**config.mk**
```make
export PLATFORM = sky130hd
export DESIGN_NAME = imem_loader
export DESIGN_NICKNAME = d
export VERILOG_FILES = /design/src/rtl/imem_loader.sv
export SDC_FILE = /design/constraint.sdc
export NUM_CORES = 1
export LEC_CHECK = 0
export CORE_AREA = 3 3 108 110
export CTS_CLUSTER_DIAMETER = 50
export DETAILED_ROUTE_END_ITERATION = 8
export DIE_AREA = 0 0 111 113
export SYNTH_ARGS = -nofsm -noshare
export SYNTH_HDL_FRONTEND = slang
export SYNTH_SLANG_ARGS = --single-unit
```
**constraint.sdc**
```tcl
create_clock -name clk -period 4.4 [get_ports clk]
set_input_delay 0.66 -clock clk [delete_from_list [all_inputs] [get_ports clk]]
set_output_delay 0.66 -clock clk [all_outputs]
set_load 0.01 [all_outputs]
```
**src/rtl/imem_loader.sv**
```systemverilog
// Byte-stream loader for the instruction memory: packs bytes little-endian into
// 32-bit words and writes them at incrementing word-aligned addresses.
module imem_loader #(
  parameter int ADDR_W = 8,
  parameter int CNT_W  = 7
) (
  input  logic              clk,
  input  logic              rst,
  input  logic              start,
  input  logic [ADDR_W-1:0] base_addr,
  input  logic [CNT_W-1:0]  word_count,
  input  logic              abort,
  input  logic [7:0]        byte_in,
  input  logic              byte_valid,
  output logic              byte_ready,
  output logic              mem_we,
  output logic [ADDR_W-1:0] mem_addr,
  output logic [31:0]       mem_wdata,
  output logic              busy,
  output logic              done,
  output logic              wrap_err
);

  typedef enum logic [1:0] {IDLE, COLLECT, WRITE, DONE} state_t;

  localparam logic [ADDR_W-1:0] LAST_ADDR = {{(ADDR_W-2){1'b1}}, 2'b00};
  localparam logic [ADDR_W-1:0] ADDR_STEP = ADDR_W'(4);

  state_t            state_reg, state_next;
  logic [ADDR_W-1:0] addr_reg;
  logic [CNT_W-1:0]  count_reg;
  logic [CNT_W-1:0]  written_reg;
  logic [CNT_W-1:0]  written_inc;
  logic [1:0]        lane_reg;
  logic [31:0]       word_reg;
  logic [31:0]       packed_word;
  logic              accept;
  logic              last_word;

  assign byte_ready  = (state_reg == COLLECT);
  assign accept      = byte_ready && byte_valid;
  assign written_inc = written_reg + 1'b1;
  assign last_word   = (written_inc == count_reg);

  // Current word with the incoming byte merged into its lane.
  genvar gi;
  generate
    for (gi = 0; gi < 4; gi++) begin : g_lane
      assign packed_word[gi*8 +: 8] = (lane_reg == 2'(gi)) ? byte_in : word_reg[gi*8 +: 8];
    end
  endgenerate

  always_ff @(posedge clk or posedge rst) begin
    if (rst) state_reg <= IDLE;
    else     state_reg <= state_next;
  end

  always_comb begin
    state_next = state_reg;
    case (state_reg)
      IDLE:    if (start) state_next = (word_count == '0) ? DONE : COLLECT;
      COLLECT: begin
        if (abort)                         state_next = IDLE;
        else if (accept && lane_reg == 2'd3) state_next = WRITE;
      end
      WRITE: begin
        if (abort)          state_next = IDLE;
        else if (last_word) state_next = DONE;
        else                state_next = COLLECT;
      end
      DONE:    state_next = IDLE;
      default: state_next = IDLE;
    endcase
  end

  always_ff @(posedge clk or posedge rst) begin
    if (rst) begin
      mem_we      <= 1'b0;
      mem_addr    <= '0;
      mem_wdata   <= '0;
      busy        <= 1'b0;
      done        <= 1'b0;
      wrap_err    <= 1'b0;
      addr_reg    <= '0;
      count_reg   <= '0;
      written_reg <= '0;
      lane_reg    <= '0;
      word_reg    <= '0;
    end else begin
      mem_we <= 1'b0;
      done   <= 1'b0;
      case (state_reg)
        IDLE: begin
          if (start) begin
            addr_reg    <= {base_addr[ADDR_W-1:2], 2'b00};
            count_reg   <= word_count;
            written_reg <= '0;
            lane_reg    <= '0;
            wrap_err    <= 1'b0;
            busy        <= 1'b1;
            if (word_count == '0) done <= 1'b1;
          end
        end
        COLLECT: begin
          if (abort) begin
            busy     <= 1'b0;
            lane_reg <= '0;
          end else if (accept) begin
            word_reg <= packed_word;
            lane_reg <= lane_reg + 2'd1;
            // Issue the write strobe on the same edge that takes the 4th byte.
            if (lane_reg == 2'd3) begin
              mem_we    <= 1'b1;
              mem_addr  <= addr_reg;
              mem_wdata <= packed_word;
            end
          end
        end
        WRITE: begin
          if (abort) begin
            busy <= 1'b0;
          end else begin
            addr_reg    <= addr_reg + ADDR_STEP;
            written_reg <= written_inc;
            if (addr_reg == LAST_ADDR && !last_word) wrap_err <= 1'b1;
            if (last_word) done <= 1'b1;
          end
        end
        DONE:    busy <= 1'b0;
        default: busy <= 1'b0;
      endcase
    end
  end

endmodule

```
==> out/results.txt <==
Multiplexer cells account for 14.7% of the synthesized area. The buffer type at the clock tree root was sky130_fd_sc_hd__clkbuf_8. The run gives 0 as the remaining global-route overflow.

The number of global-route vias before repair is 2957. Ranked by total cell area, the synthesized netlist is headed by sky130_fd_sc_hd__dfrtp_1 54%, sky130_fd_sc_hd__mux2_2 8.4%, sky130_fd_sc_hd__mux2i_1 6.3%, sky130_fd_sc_hd__nand2_1 5.7%, sky130_fd_sc_hd__a21oi_1 4.7%. The achievable clock frequency came out at 383 MHz. Number of optimization iterations in the first detailed-route pass: 4. The fraction of the mapped netlist area in simple logic gates is 12.2%, and the initial core utilization is 38.5%. Summed over all cells, the static leakage comes to 2.34 nW. Input and output buffers added on the ports amount to 68. The synthesized netlist contains 45 unique library cells. TritonCTS built the clock tree. Each instance of the synthesized netlist takes up on average 10.7 sq um.

The largest voltage drop on the vdd net came out at 0.000246 V. The run finished with clean final reports. The floorplan step defined a core boundary enclosing 10800 sq um.

For the pin count of the biggest net entering global routing, the log shows 63. After Yosys synthesis, full adders, half adders and majority gates account for 3.01% of the synthesized area. The worst path needs 2.61 ns of the cycle, external delays included. At the pin with the least slew margin, the transition time is 1.04 ns. In the routed design, unresolved DRC markers number 0. The Yosys step of the flow raised 0 warnings. In the final layout, the share of cells above drive strength 1 is 11.7%. Initial antenna violation count: 0. The number of enable-type register cells in the synthesized netlist is 0, and the setup slack on the worst flop-to-flop path is 1.84 ns.

The number of buffers added to fix hold violations after cts was 0; the routed length per placed instance was 14.5 microns. The maximum fanout along the worst path was 62. Data on the critical path arrives at its endpoint at 2.88 ns. The number of antenna diodes in the final layout is 0. In this run the remaining antenna-violating nets after routing total 0. The max-cap check violation count was 0. Among all flip-flop cells after synthesis, the most frequent one is sky130_fd_sc_hd__dfrtp_1. In the synthesized netlist the async set-or-reset flop fraction comes to 100%.

The tree built by TritonCTS fans out to 90 sinks. In this run the tightest slew margin relative to its limit is 30.4%. The synthesized netlist occupies a cell area of 4150 sq um. Setup repair after global routing left no endpoint under its margin.

The first routing iteration left 101 violations. Sequential elements use 54.3% of the synthesized area. The clock-pin transition on the worst setup and hold timing paths works out to 0.10 ns.

The horizontal die dimension came out at 111 microns. After clock tree synthesis, the setup repair step added 0 buffers. The number of gates resized after CTS was 0. The area growth from synthesis to layout is 23.5%.

The synthesized design contains 90 register bits. The share of the synthesized area in the top cell type is 54.3%, and the source-to-sink clock delay at the later pin of the worst-skew pair is 0.36 ns. The run gives 2964 as the total via count in the routed design.

Detailed placement ended at an HPWL of 6.19 mm. The tools report the final number of max-transition violations as 0. For the endpoint required time on the critical path, the log shows 4.67 ns. In this run the deepest clock path goes through 2 buffers. The tightest min-delay check is of the reg -> reg type.

The biggest area contributor in the post-synthesis netlist is sky130_fd_sc_hd__dfrtp_1. The die covers 12500 sq um. Routability-driven placement finished with a final weighted congestion of 0.802.

The die is 113 microns tall. In this run the power density over the cells is 520 nW/um^2. The element type at the critical path start was an input port. The logs give 0 for the setup violation total in the final timing report and 3 for the number of levels in the clock H-tree. The share of the cycle needed by the critical path after routing was 59.3%; the all-layer global routing usage was 14.3%. The filler cells instantiated in the layout total 1064. The worst setup path is captured at a flop.

The complex-gate fraction of the synthesized area works out to 9.86%. The total CTS buffers was 9; the detail-routed via count per cell was 4.99. For this design the top-level I/O count stands at 73. The startpoint-to-endpoint class of the critical path was in -> reg.

The run gives 0 ns as the final total negative setup slack. The net count of the finished layout is 487. For the total detailed-routing wirelength, the log shows 8.62 mm.

The post-synthesis share of cell area spent on xor and xnor gates is 2.44%. The logs give 0 for the number of hold-slack violations in the final timing report and 38 for the number of standard-cell rows in the floorplan. The gate count of the mapped netlist is 388, and the final clock skew is 0.0148 ns. The register with the most flip-flops in the layout has 32 of them. Cells fill 47.5% of the core in the end. The run gives 14.6 mm as the global-route wire length before repair. After synthesis, the largest family of logic cells by area is multiplexers.
[metrics by stage]
step	std cells	power [W]	cell area [sq um]	hold WS [ns]	setup slack [ns]
floorplan	389	0.00182	4150	0.461	1.40
detailed placement	578	0.00212	4930	0.470	1.41
CTS	594	0.00270	5130	0.493	1.79
finish	594	0.00267	5130	0.489	1.79
global placement	578	0.00209	4930	0.464	1.43
global route	594	0.00286	5130	0.506	1.49
[per-layer routing]
layer / part of all wire (%) / routed length [microns] / GRT usage [%] / vias to the layer above
met2: 49 / 4250 / 24.8 / 65
met5: 0 / 0 / 0 / -
met1: 46 / 3930 / 18.3 / 1434
met3: 4.3 / 375 / 2.99 / 6
met4: 0.80 / 69 / 3.94 / 0
li1: - / - / - / 1459
[cell usage after synthesis, drive strengths merged (2+ instances only)]
library cell  count
a21oi            39
a31oi             4
and2              3
and3              3
and4              2
buf              15
clkbuf            6
dfrtp            90
ha               10
inv              11
mux2             31
mux2i            26
nand2            64
nand2b            3
nand3             7
nor2             28
nor3              2
nor4              2
o21ai            12
o22ai             5
xnor2             5
xor2              4
[placed cells by master (no fill, tap or decap), types with 10 or more instances in the layout]
cell type and n:
sky130_fd_sc_hd__a21oi_1 39, sky130_fd_sc_hd__clkdlybuf4s50_1 68, sky130_fd_sc_hd__dfrtp_1 90, sky130_fd_sc_hd__ha_1 10, sky130_fd_sc_hd__mux2_2 31, sky130_fd_sc_hd__mux2i_1 26, sky130_fd_sc_hd__nand2_1 63, sky130_fd_sc_hd__nor2_1 28
sky130_fd_sc_hd__o21ai_0 12
[final timing paths]
path,cells after the start,end,startpoint
worst max-delay path,7,mem_wdata[20]$_DFFE_PP0P_,abort
worst min-delay path,2,mem_wdata[25]$_DFFE_PP0P_,mem_wdata[25]$_DFFE_PP0P_
worst max register to register,8,mem_wdata[20]$_DFFE_PP0P_,state_reg[1]$_DFFE_PP0P_
worst min register to register,2,mem_wdata[25]$_DFFE_PP0P_,mem_wdata[25]$_DFFE_PP0P_
max in group asynchronous,3,mem_wdata[31]$_DFFE_PP0P_,rst
min in group asynchronous,2,mem_wdata[12]$_DFFE_PP0P_,rst
[power breakdown]
group	internal (W)	switching [W]	total, W	leakage [nW]
logic	0.000458	0.000436	0.000894	1.05
registers	0.00105	0.000147	0.00119	1.19
clock network	0.000271	0.000310	0.000581	0.0954
[final cells by class]
| class | instances | area [sq um] | area share (%) |
|---|---|---|---|
| flip-flops and latches | 90 | 2250 | 43.9 |
| multi-input cells | 267 | 1760 | 34.3 |
| repair buffers | 70 | 696 | 13.6 |
| well taps | 140 | 175 | 3.42 |
| clock buffers | 10 | 128 | 2.49 |
| clock inverters | 6 | 73.8 | 1.44 |
| inverters | 11 | 42.5 | 0.830 |
[cell families after synthesis]
family | after synthesis
adders and majority gates | 10
and+or+nand+nor | 117
muxes | 57
AOI/OAI and AO/OA | 71
buffers and inverters | 32
other | 1
xor gates and xnor gates | 10
DFF | 90
[worst max-delay path: stages]
cell                              delay, ns
sky130_fd_sc_hd__clkdlybuf4s50_1       0.48
sky130_fd_sc_hd__nor2b_1               0.19
sky130_fd_sc_hd__and2_1                0.26
sky130_fd_sc_hd__nand2_2               0.24
sky130_fd_sc_hd__inv_2                 0.77
sky130_fd_sc_hd__nor2_1                0.11
sky130_fd_sc_hd__a21oi_1               0.15
No activity file was read; power rests on OpenSTA's default activity.
